## src/rtl/mem_wb_pipe.sv

```systemverilog
// MEM->WB pipeline stage: NPORTS register write channels plus HI/LO, carried through
// a two-entry (main + skid) valid/ready buffer with flush, $0 masking and a retire counter.
module mem_wb_pipe #(
  parameter int DATA_W = 32,
  parameter int ADDR_W = 5,
  parameter int NPORTS = 2,
  parameter int CNT_W  = 32
) (
  input  logic                     clk,
  input  logic                     rst_n,
  input  logic                     flush,
  input  logic                     in_valid,
  output logic                     in_ready,
  input  logic [NPORTS*ADDR_W-1:0] w_addr_in,
  input  logic [NPORTS*DATA_W-1:0] w_data_in,
  input  logic [NPORTS-1:0]        w_en_in,
  input  logic [DATA_W-1:0]        hi_in,
  input  logic [DATA_W-1:0]        lo_in,
  input  logic                     hilo_wen_in,
  output logic                     out_valid,
  input  logic                     out_ready,
  output logic [NPORTS*ADDR_W-1:0] w_addr_out,
  output logic [NPORTS*DATA_W-1:0] w_data_out,
  output logic [NPORTS-1:0]        w_en_out,
  output logic [DATA_W-1:0]        hi_out,
  output logic [DATA_W-1:0]        lo_out,
  output logic                     hilo_wen_out,
  output logic [CNT_W-1:0]         retire_cnt
);

  localparam int PW = NPORTS*ADDR_W + NPORTS*DATA_W + NPORTS + 2*DATA_W + 1;

  // Handshake: a beat moves on any edge where valid and ready are both high;
  // valid never depends on ready, and in_ready comes straight from a flop.
  logic [PW-1:0]    in_pl;
  logic [PW-1:0]    main_pl_q, main_pl_d;
  logic [PW-1:0]    skid_pl_q, skid_pl_d;
  logic             main_valid_q, main_valid_d;
  logic             skid_valid_q, skid_valid_d;
  logic [CNT_W-1:0] retire_cnt_q, retire_cnt_d;
  logic [NPORTS-1:0] main_en;
  logic             main_hilo_wen;
  logic             accept, emit;

  assign in_pl = {hilo_wen_in, hi_in, lo_in, w_en_in, w_data_in, w_addr_in};
  assign {main_hilo_wen, hi_out, lo_out, main_en, w_data_out, w_addr_out} = main_pl_q;

  assign in_ready   = !skid_valid_q;
  assign out_valid  = main_valid_q;
  assign retire_cnt = retire_cnt_q;
  assign accept     = in_valid & in_ready;
  assign emit       = main_valid_q & out_ready;

  always_comb begin
    main_pl_d    = main_pl_q;
    skid_pl_d    = skid_pl_q;
    main_valid_d = main_valid_q;
    skid_valid_d = skid_valid_q;
    retire_cnt_d = retire_cnt_q;
    // An emit in a flush cycle was already consumed by WB, so it still counts.
    if (emit) retire_cnt_d = retire_cnt_q + CNT_W'(1);
    if (flush) begin
      main_valid_d = 1'b0;
      skid_valid_d = 1'b0;
    end else if (!main_valid_q || emit) begin
      if (skid_valid_q) begin
        main_pl_d    = skid_pl_q;
        main_valid_d = 1'b1;
        skid_valid_d = 1'b0;
        if (accept) begin
          skid_pl_d    = in_pl;
          skid_valid_d = 1'b1;
        end
      end else if (accept) begin
        main_pl_d    = in_pl;
        main_valid_d = 1'b1;
      end else begin
        main_valid_d = 1'b0;
      end
    end else if (accept) begin
      skid_pl_d    = in_pl;
      skid_valid_d = 1'b1;
    end
  end

  always_ff @(posedge clk) begin
    if (!rst_n) begin
      main_pl_q    <= '0;
      skid_pl_q    <= '0;
      main_valid_q <= 1'b0;
      skid_valid_q <= 1'b0;
      retire_cnt_q <= '0;
    end else begin
      main_pl_q    <= main_pl_d;
      skid_pl_q    <= skid_pl_d;
      main_valid_q <= main_valid_d;
      skid_valid_q <= skid_valid_d;
      retire_cnt_q <= retire_cnt_d;
    end
  end

  // Writes to $0 are dropped; on an address collision the highest-index port wins.
  always_comb begin
    w_en_out = '0;
    for (int i = 0; i < NPORTS; i++) begin
      w_en_out[i] = main_valid_q & main_en[i] &
                    (w_addr_out[i*ADDR_W +: ADDR_W] != '0);
      for (int j = i + 1; j < NPORTS; j++) begin
        if (main_en[j] && (w_addr_out[j*ADDR_W +: ADDR_W] == w_addr_out[i*ADDR_W +: ADDR_W]))
          w_en_out[i] = 1'b0;
      end
    end
  end

  assign hilo_wen_out = main_valid_q & main_hilo_wen;

endmodule

```

## config.mk

```make
export PLATFORM = sky130hd
export DESIGN_NAME = mem_wb_pipe
export DESIGN_NICKNAME = d
export VERILOG_FILES = /design/src/rtl/mem_wb_pipe.sv
export SDC_FILE = /design/constraint.sdc
export NUM_CORES = 1
export LEC_CHECK = 0
export BUFFER_PORTS_ARGS = -buffer_cell sky130_fd_sc_hd__buf_4
export CAP_MARGIN = 40
export CORE_MARGIN = 4
export CORE_UTILIZATION = 45
export CTS_CLUSTER_SIZE = 25
export DETAILED_ROUTE_END_ITERATION = 8
export GPL_TIMING_DRIVEN = 0
export PLACE_DENSITY = 0.69
export SYNTH_ARGS = -nofsm -noshare
export SYNTH_HDL_FRONTEND = slang
export SYNTH_SLANG_ARGS = --single-unit
```

## constraint.sdc

```tcl
create_clock -name clk -period 2.5 [get_ports clk]
set_clock_uncertainty 0.15 [all_clocks]
set_input_delay 0.375 -clock clk [delete_from_list [all_inputs] [get_ports clk]]
set_output_delay 0.375 -clock clk [all_outputs]
set_load 0.02 [all_outputs]
```

==> impl_metrics.json, run 1 <==
{
  "run_status": "completed",
  "min_path_cells": 3,
  "cp-start-kind": "flop",
  "cp.depth": 8,
  "final_max_slew_viol_count": 0,
  "boundaryPins": 321,
  "fin_util_pct": 64.6,
  "synth-edff-count": 0,
  "cts_tree": "yes",
  "cp_data_arrival_time_ns": 2.65,
  "via_per_inst": 5.06,
  "drt_iter0_markers": 581,
  "synth_mux_area_share_pct": 10.5,
  "fp.coreArea_um2": 29600,
  "switching_share_pct": 24.0,
  "combPwrFrac_pct": 13.3,
  "clock.fmax_mhz": 421,
  "yosys.area.top_type": "dfxtp_1",
  "setup_viol": 0,
  "powerDensity_nw_per_um2": 652,
  "crit_chain": "buf_4, nor2b_1, nand3_1, clkbuf_1, buf_6, clkbuf_1, nand2_1, a21oi_1",
  "yosysSeqAreaShare_pct": 46.7,
  "fin_crit_sh_pct": 95.1,
  "synth_compound_area_share_pct": 15.1,
  "syn_area_per_cell_um2": 8.57,
  "met3_usage_pct": 4.13,
  "synthArstFlopShare_pct": 0,
  "nNetsFinal": 2226,
  "met2_usage_pct": 40.1,
  "die_x_um": 181,
  "crit_buf_inv": 4,
  "dieArea_um2": 32900,
  "antenna_found_initial": 6,
  "yosysTopAreaCellShare_pct": 46.7,
  "placed_area_um2": 16400,
  "postRouteWirelength_mm": 40.4,
  "reg2regPathDepth": 8,
  "design_area_um2": 19200,
  "ys.flop_type": "dfxtp_1",
  "grt_overflow": 0,
  "vias": 12600,
  "areaGrowthSynthToFinish_pct": 41.5,
  "path_clk_slew_ns": 0.05,
  "synth_top_family_by_area": "simple AND/OR/NAND/NOR gates",
  "maxCapViolCount": 0,
  "grt_max_degree": 14,
  "syn-cell-area_um2": 13500,
  "p_clk_share_pct": 44.1,
  "hold_viol": 0,
  "fillers": 2483,
  "wl_per_cell_um": 16.2,
  "cpPeakStageDelay_ns": 0.39,
  "synth-simple-area-share_pct": 15.4,
  "use_met1_pct": 29.7,
  "num_rows": 63,
  "grt_pass1_wl_mm": 63.8,
  "grt-busiest-layer": "met2",
  "syn_inst": 1579,
  "ys_ff_latch": 316,
  "p_seq_share_pct": 42.6,
  "final-seq-area_um2": 6330,
  "pre_cts_ws_ns": -0.410,
  "gp_congestion": 0.848,
  "reg2reg_to": "skid_pl_q[138]",
  "io_buffers": 320,
  "worst_slack_ns": 0.123,
  "drc_errors": 0,
  "h-tree-depth": 2,
  "slowest_stage": "clkbuf_1",
  "cts_buffers": 36,
  "clock_sinks": 316,
  "track_usage_pct": 23.3,
  "synth-xor-area-share_pct": 0.906,
  "reg2reg_slack_ns": 0.12,
  "clock-root-buffer": "clkbuf_16",
  "critPathKind": "reg -> reg",
  "p_sw_uw": 3000,
  "tightest_slew_ns": 0.845,
  "yosysMostFrequentCell": "dfxtp_1",
  "r2r-start": "out_valid",
  "fp.dieH_um": 181,
  "multi_input_area_um2": 5690,
  "synth_fa_ha_area_share_pct": 0.0924,
  "initial_core_util_pct": 45.7,
  "grt_pass1_vias": 12400,
  "ant_nets": 0,
  "relSlewSlack_pct": 43.6,
  "power.leakage_uw": 0.00744,
  "finalCriticalPeriod_ns": 2.38,
  "power_uw": 12500,
  "synth.distinct_cells": 33,
  "syn_nets": 1726,
  "max-vdd-ir-drop_uv": 564,
  "hpwl_mm": 28.3,
  "synth_top_cells_by_count": "dfxtp_1 (316), nand2_1 (298), a21oi_1 (164)",
  "crit_top_cell": "clkbuf_1",
  "path_delay_family": "buffers and inverters",
  "cts_max_path_buffers": 3,
  "hold_start": "in_valid",
  "crit_required_ns": 2.77,
  "worstHoldPathType": "in -> reg",
  "internal-power_uw": 9490,
  "synth_area_leaders": "dfxtp_1 (47%), mux2i_1 (10%), nand2_1 (8.3%)",
  "yosys_warnings": 0,
  "clk_latency_ns": 0.50,
  "drtPass1Iterations": 5,
  "layout-drive-gt1-share_pct": 26.3,
  "min_to": "out_valid",
  "holdWs_ns": 0.0389,
  "postCtsSetupBuffers": 0,
  "endpoint_kind": "flop",
  "path_max_fanout": 10
}
## power groups by stage
stage / combinational [uW] / clock [uW] / sequential [uW]
after floorplan: 848 / 0 / 5400
after global placement: 1450 / 0 / 5430
after detailed placement: 1470 / 0 / 5430
after CTS: 1660 / 5590 / 5320
after global routing: 1800 / 5780 / 5340
final: 1670 / 5500 / 5320
## per-layer routing
metal | routed length [um] | share of wire, %
met5 | 14 | 0.035
met3 | 2460 | 6.1
met2 | 19700 | 49
met4 | 1070 | 2.7
met1 | 17100 | 42
## worst min-delay path, delay by kind of cell
family | cells | cell delay (ns)
AOI/OAI and AO/OA | 1 | 0.13
and+or+nand+nor | 1 | 0.05
buffers and inverters | 1 | 0.09
## repair_timing
action | 4_1_cts | 5_1_grt
resized for setup | 11 | 35
cloned | 0 | 0
setup endpoints to repair | 231 | 138
endpoints found under the hold margin | 144 | 0
hold buffers | 143 | 0
## sequential cells by signal, indices dropped and copies added (netlist names)
signal / count
main_pl_q: 141
skid_pl_q: 141
retire_cnt: 32
out_valid: 1
skid_valid_q: 1
## cells in the final DEF (no fill, tap or decap), types with 2 or more instances in the layout
| master | instances |
|---|---|
| buf_4 | 461 |
| dfxtp_1 | 315 |
| nand2_1 | 298 |
| a21oi_1 | 164 |
| nor2_1 | 152 |
| dlygate4sd3_1 | 143 |
| mux2i_1 | 142 |
| a211oi_1 | 141 |
| clkbuf_1 | 84 |
| clkbuf_16 | 37 |
| clkbuf_2 | 22 |
| or4_1 | 15 |
| o31ai_1 | 11 |
| or3_1 | 10 |
| nand4_1 | 10 |
| nand3_1 | 9 |
| o21ai_0 | 9 |
| xnor2_1 | 8 |
| buf_2 | 7 |
| clkbuf_8 | 7 |
| inv_1 | 6 |
| xor2_1 | 6 |
| clkinv_2 | 6 |
| diode_2 | 5 |
| nor3_1 | 5 |
| buf_1 | 5 |
| bufinv_16 | 5 |
| nor4_1 | 4 |
| nand2b_1 | 3 |
| clkinvlp_4 | 3 |
| buf_6 | 2 |
| and4_1 | 2 |
## worst max path at each step
stage,slack (ns),startpoint,endpoint
3_5_place_dp,-0.41,out_valid,skid_pl_q[58]
2_1_floorplan,0.21,retire_cnt[0],retire_cnt[30]
4_1_cts,0.02,out_valid,skid_pl_q[108]
3_3_place_gp,-0.24,out_valid,skid_pl_q[122]
5_1_grt,-0.03,out_valid,skid_pl_q[111]
6_report,0.12,out_valid,skid_pl_q[138]
## layout make-up
| type | instances | share of cell area, % |
|---|---|---|
| Antenna cell | 5 | 0.0653 |
| Buffer | 256 | 8.01 |
| Clock buffer | 48 | 5.41 |
| Clock inverter | 14 | 1.06 |
| Inverter | 7 | 0.137 |
| Multi-Input combinational cell | 998 | 29.7 |
| Sequential cell | 316 | 33.0 |
| Tap cell | 390 | 2.55 |
| Timing Repair Buffer | 464 | 20.1 |
## metrics by stage
| step | std cells | setup TNS [ns] |
|---|---|---|
| global placement | 2289 | -22.18 |
| detailed placement | 2290 | -36.46 |
| CTS | 2495 | 0 |
| floorplan | 1579 | 0 |
| global route | 2496 | -0.0368 |
| finish | 2498 | 0 |
## cells by family (layout without fill, tap and decap cells)
kind of cell             after synthesis  in the layout
AO/OA/AOI/OAI                        329            329
XOR/XNOR                              14             14
adder cells (fa/ha/maj)                1              1
buffers and inverters                265            789
flip-flops                           316            316
multiplexers                         142            142
other                                  0              5
AND/OR/NAND/NOR                      512            512
Power figures use the tool's default switching activity.
==> run 2, diff against run 1 <==
ABC_AREA = 1   (was default)
PLACE_DENSITY = 0.68   (was 0.69)
==> run 2 against run 1 <==
  * First-iteration DRC count grew 120%
  * Non-clock buffer count shrank 29
  * Die area grew 6.8%
  * Highest routed layer unchanged
==> impl_metrics.json, run 2 <==
{
  "crit_chain": "buf_4, inv_2, clkbuf_1, buf_4",
  "syn-cell-area_um2": 14500,
  "gp_congestion": 0.890,
  "ys.flop_type": "dfxtp_1",
  "tns_ns": 0,
  "relSlewSlack_pct": 49.0,
  "endpoint_kind": "primary output",
  "antenna_found_initial": 6,
  "fin_crit_sh_pct": 92.4,
  "track_usage_pct": 25.0,
  "ant_nets": 0,
  "synth-edff-count": 0,
  "areaGrowthSynthToFinish_pct": 35.0,
  "worstHoldPathType": "in -> reg",
  "cts_buffers": 36,
  "cts_tree": "yes",
  "reg2reg_slack_ns": 0.19,
  "critPathKind": "reg -> out",
  "cp-start-kind": "flop",
  "yosys_warnings": 0,
  "fp.dieH_um": 188,
  "yosysTopAreaCellShare_pct": 43.6,
  "via_per_inst": 5.01,
  "clock_sinks": 316,
  "yosysSeqAreaShare_pct": 43.6,
  "syn_nets": 2270,
  "maxCapViolCount": 0,
  "drtPass1Iterations": 5,
  "final_common_cell": "nand2_1",
  "run_status": "completed",
  "crit_buf_inv": 4,
  "combPwrFrac_pct": 12.2,
  "grt_overflow": 0,
  "holdWs_ns": 0.00787,
  "synth_area_leaders": "dfxtp_1 (44%), nand2_1 (16%), nor2_1 (8.7%)",
  "hold_viol": 0,
  "drc_errors": 0,
  "r2r-start": "out_valid",
  "vias": 15000,
  "final_cell_mix": "nand2_1 (617), buf_4 (460), nor2_1 (337), dfxtp_1 (315), o21ai_0 (165)",
  "clk_latency_ns": 0.51,
  "final_max_slew_viol_count": 0,
  "cp_data_arrival_time_ns": 1.78,
  "synthArstFlopShare_pct": 0,
  "syn_inst": 2123,
  "postRouteWirelength_mm": 46.2,
  "cp.depth": 4,
  "yosys.area.top_type": "dfxtp_1",
  "path_delay_family": "buffers and inverters",
  "p_sw_uw": 2910,
  "reg2regPathDepth": 7,
  "dieArea_um2": 35200,
  "tightest_slew_ns": 0.765,
  "num_rows": 65,
  "grt_max_degree": 13,
  "max-vdd-ir-drop_uv": 390,
  "crit_top_cell": "buf_4",
  "final_cells": 3002,
  "power.leakage_uw": 0.00883,
  "hpwl_mm": 33.1,
  "synth_top_cells_by_count": "nand2_1 (617), nor2_1 (337), dfxtp_1 (316)",
  "setup_viol": 0,
  "power_uw": 12200,
  "crit_required_ns": 1.98,
  "drt_iter0_markers": 1250,
  "io_buffers": 320,
  "grt_pass1_wl_mm": 73.8,
  "timing.critical_path.to": "in_ready",
  "cts_max_path_buffers": 3,
  "internal-power_uw": 9260,
  "p_clk_share_pct": 44.4,
  "synth.distinct_cells": 32,
  "slowest_stage": "clkbuf_1",
  "fp.coreArea_um2": 31600,
  "clock.fmax_mhz": 433,
  "ys_ff_latch": 316,
  "h-tree-depth": 2,
  "path_max_fanout": 10,
  "p_seq_share_pct": 43.3,
  "syn_area_per_cell_um2": 6.83,
  "switching_share_pct": 23.9,
  "layout-drive-gt1-share_pct": 22.3,
  "rsz0062_at_grt": "false",
  "nNetsFinal": 2721,
  "startpoint": "skid_valid_q",
  "wl_per_cell_um": 15.4,
  "dp_cells": 2846,
  "cpPeakStageDelay_ns": 0.43,
  "die_x_um": 188,
  "boundaryPins": 321,
  "grt_pass1_vias": 14400,
  "initial_core_util_pct": 45.8,
  "path_clk_slew_ns": 0.06,
  "yosysMostFrequentCell": "nand2_1",
  "finalCriticalPeriod_ns": 2.31,
  "clock-root-buffer": "clkbuf_16",
  "reg2reg_to": "skid_pl_q[91]",
  "powerDensity_nw_per_um2": 622
}
## run 2: cell count changes after synthesis, sizes merged, moves of 15 or more
cell / change
o21ai: +156
inv: +44
nand2: +321
a211oi: -140
clkbuf: -19
buf: +39
nor2: +192
nand3: +151
or4: -15
mux2i: -142
## run 2: repair_timing
item | 4_1_cts | 5_1_grt
endpoints found under the hold margin | 93 | 0
buffers inserted | 0 | 0
hold buffers | 92 | 0
setup endpoints to repair | 6 | 0
gates resized for setup | 1 | 0
## run 2: final cells by class
cell class,instances,area [um^2]
antenna,4,10.0
buffer,278,1690
clock buffer,54,1110
clock inverter,6,111
fill,2999,12100
inverter,51,191
multi-input combinational,1478,6300
sequential,316,6330
tap,402,503
timing repair buffer,413,3340
## run 2: metal layers
| metal | vias up | track usage [%] | share of wire [%] |
|---|---|---|---|
| met1 | 6906 | 34.2 | 45 |
| li1 | 7541 | - | - |
| met3 | 92 | 4.24 | 6.7 |
| met4 | 4 | 7.37 | 2.7 |
| met5 | - | 0 | 0.054 |
| met2 | 500 | 40.9 | 46 |
## run 2: worst reg2reg max path: cells and delay by family, from the launching register on
family          cells  cell delay [ns]
simple gates        4             0.73
buf+inv             2             0.58
flops               1             0.48
compound gates      1             0.25
## run 2: worst min-delay path by stage
stage             startpoint             end  slack [ns]  cells after the start
3_3_place_gp   main_pl_q[89]   main_pl_q[89]        0.30                      2
6_report       w_data_in[18]   skid_pl_q[28]       0.008                      3
4_1_cts        w_data_in[51]   skid_pl_q[61]      0.0004                      3
5_1_grt             hi_in[2]  skid_pl_q[110]       0.008                      3
3_5_place_dp   main_pl_q[64]   main_pl_q[64]        0.30                      2
2_1_floorplan  main_pl_q[74]   main_pl_q[74]        0.29                      2
## run 2: through the flow
step                      instance area (um^2)  utilization, %  setup WS, ns
after floorplan                          14500               -         0.706
after global placement                   17400            55.0        0.0691
after detailed placement                 17400            55.1        0.0136
after CTS                                19600            61.9         0.164
after global routing                     19600            61.9        0.0151
final                                    19600            61.9         0.191
## run 2: kinds of logic (layout without fill, tap and decap cells)
logic type      count (synthesis)  in the layout  share of synthesized area [%]
simple gates                 1142           1142                           31.6
buf+inv                       329            802                           12.9
xor+xnor                        2              2                          0.121
fa+ha+maj                       1              1                         0.0863
flops                         316            316                           43.6
other cells                     0              4                              0
compound gates                333            333                           11.7
## run 2: power groups by stage
| stage | sequential (uW) | combinational (uW) | clock (uW) |
|---|---|---|---|
| after floorplan | 5350 | 792 | 0 |
| after global placement | 5380 | 1340 | 0 |
| after detailed placement | 5380 | 1360 | 0 |
| after CTS | 5270 | 1490 | 5520 |
| after global routing | 5290 | 1630 | 5710 |
| final | 5270 | 1490 | 5410 |
==> run 3, diff against run 2 <==
BUFFER_PORTS_ARGS = default   (was -buffer_cell sky130_fd_sc_hd__buf_4)
DONT_BUFFER_PORTS = 1   (was default)
PLACE_DENSITY = default   (was 0.68)
==> run 3 against run 2 <==
  * Global-route usage is 0.71 points lower
  * Worst hold slack better by 0.0073 ns
  * Count of clock-buffer cells in the layout stayed put
  * Sequential share of layout area is 3.7 points higher
  * Routed wire length is 4.7% lower
  * Sequential cell count stayed put
  * Largest power group is now registers
  * Total power is 5.8% lower
  * Highest routed layer unchanged
  * First-iteration DRC count is 38% lower
  * Clock power is 7.8% lower
  * Setup slack worse by 0.0015 ns
==> impl_metrics.json, run 3 (same netlist as run 2, synthesis figures left out) <==
{
  "wl_per_cell_um": 16.1,
  "antenna_found_initial": 2,
  "finalCriticalPeriod_ns": 2.31,
  "drt_iter0_markers": 772,
  "gp_congestion": 0.892,
  "layout-drive-gt1-share_pct": 10.8,
  "p_seq_share_pct": 46.0,
  "h-tree-depth": 2,
  "drtPass1Iterations": 5,
  "p_clk_share_pct": 43.5,
  "internal-power_uw": 8660,
  "tightest_slew_ns": 0.733,
  "via_per_inst": 5.03,
  "fp.coreArea_um2": 31600,
  "switching_share_pct": 24.4,
  "drc_errors": 0,
  "cts_max_path_buffers": 3,
  "io_buffers": 0,
  "areaGrowthSynthToFinish_pct": 21.1,
  "diodes": 0,
  "final_max_slew_viol_count": 0,
  "clock_sinks": 316,
  "postCtsSetupBuffers": 0,
  "vias": 13700,
  "clk_latency_ns": 0.50,
  "final-seq-area_um2": 6330,
  "final_common_cell": "nand2_1",
  "setup_viol": 0,
  "run_status": "completed",
  "num_rows": 65,
  "clock-root-buffer": "clkbuf_16",
  "grt_overflow": 0,
  "pre_cts_ws_ns": -0.209,
  "nNetsFinal": 2454,
  "path_max_fanout": 10,
  "crit_chain": "nand2_4, nor2_1, nand3_2, buf_2, clkbuf_1, o21ai_0, nor2_1",
  "cp_data_arrival_time_ns": 2.55,
  "holdWs_ns": 0.0152,
  "grt_pass1_vias": 13200,
  "fillers": 3108,
  "power.leakage_uw": 0.00736,
  "dieArea_um2": 35200,
  "clock.fmax_mhz": 433,
  "combPwrFrac_pct": 10.5,
  "ant_nets": 0,
  "cts_buffers": 36,
  "die_x_um": 188,
  "powerDensity_nw_per_um2": 653,
  "maxCapViolCount": 0,
  "grt_max_degree": 13,
  "cts_tree": "yes",
  "max-vdd-ir-drop_uv": 465,
  "final_cell_mix": "nand2_1 (617), nor2_1 (337), dfxtp_1 (315), o21ai_0 (165), nand3_1 (159)",
  "initial_core_util_pct": 45.8,
  "fin_crit_sh_pct": 92.4,
  "critPathKind": "reg -> reg",
  "worstHoldPathType": "in -> reg",
  "slowest_stage": "dfxtp_2",
  "postRouteWirelength_mm": 44.0,
  "crit_required_ns": 2.74,
  "grt_pass1_wl_mm": 70.8,
  "track_usage_pct": 24.3,
  "relSlewSlack_pct": 51.1,
  "cp-start-kind": "flop",
  "hpwl_mm": 31.0,
  "hold_viol": 0,
  "worst_slack_ns": 0.190,
  "fp.dieH_um": 188,
  "crit_top_cell": "nor2_1",
  "path_clk_slew_ns": 0.06,
  "endpoint_kind": "flop",
  "cpPeakStageDelay_ns": 0.54,
  "rsz0062_at_grt": "false",
  "p_sw_uw": 2800,
  "boundaryPins": 321,
  "multi_input_area_um2": 6300,
  "power_uw": 11500
}
## run 3: routing by layer
metal,part of all wire [%],vias to the layer above,global-route usage (%)
met2,45,397,39.7
met5,0.027,-,0
li1,-,7009,-
met3,7.2,75,5.92
met1,45,6245,32.3
met4,2.6,2,6.72
## run 3: power groups by stage
stage          Clock, uW  Sequential, uW  Combinational (uW)
6_report            4990            5270                1200
3_5_place_dp           0            5380                 978
5_1_grt             5340            5290                1330
2_1_floorplan          0            5350                 792
4_1_cts             5110            5270                1200
3_3_place_gp           0            5380                 965
## run 3: stage by stage
stage	cell area, um^2	instances	TNS (ns)	util (%)
5_1_grt	17600	2728	0	55.5
4_1_cts	17600	2728	0	55.5
3_3_place_gp	15000	2525	-14.55	47.4
6_report	17600	2728	0	55.5
3_5_place_dp	15000	2527	-16.31	47.5
2_1_floorplan	14500	2123	0	-
## run 3: path summary, 6_finish.rpt
check | start | depth (start not counted) | end | slack, ns
worst min-delay path | hi_in[30] | 4 | main_pl_q[138] | 0.02
worst min register to register | main_pl_q[58] | 2 | main_pl_q[58] | 0.31
worst max register to register | out_valid | 7 | skid_pl_q[128] | 0.19
worst max-delay path | out_valid | 7 | skid_pl_q[128] | 0.19
## run 3: cell type report
| class | instances | area share [%] |
|---|---|---|
| buffer | 278 | 9.60 |
| clock buffer | 54 | 5.98 |
| clock inverter | 3 | 0.228 |
| inverter | 51 | 1.09 |
| multi-input combinational | 1478 | 35.9 |
| sequential | 316 | 36.0 |
| tap | 402 | 2.86 |
| timing repair buffer | 146 | 8.33 |
## run 3: repair_timing
item                       in CTS  in global routing
hold endpoints to repair      271                  0
resized for setup               1                  1
hold buffers                  144                  0
setup endpoints to repair     180                  9
## run 3: critical path: cells and delay by family (launching register included)
family | cells | cell delay (ns)
and+or+nand+nor | 4 | 0.64
buffers and inverters | 2 | 0.59
DFF | 1 | 0.54
AOI/OAI and AO/OA | 1 | 0.26
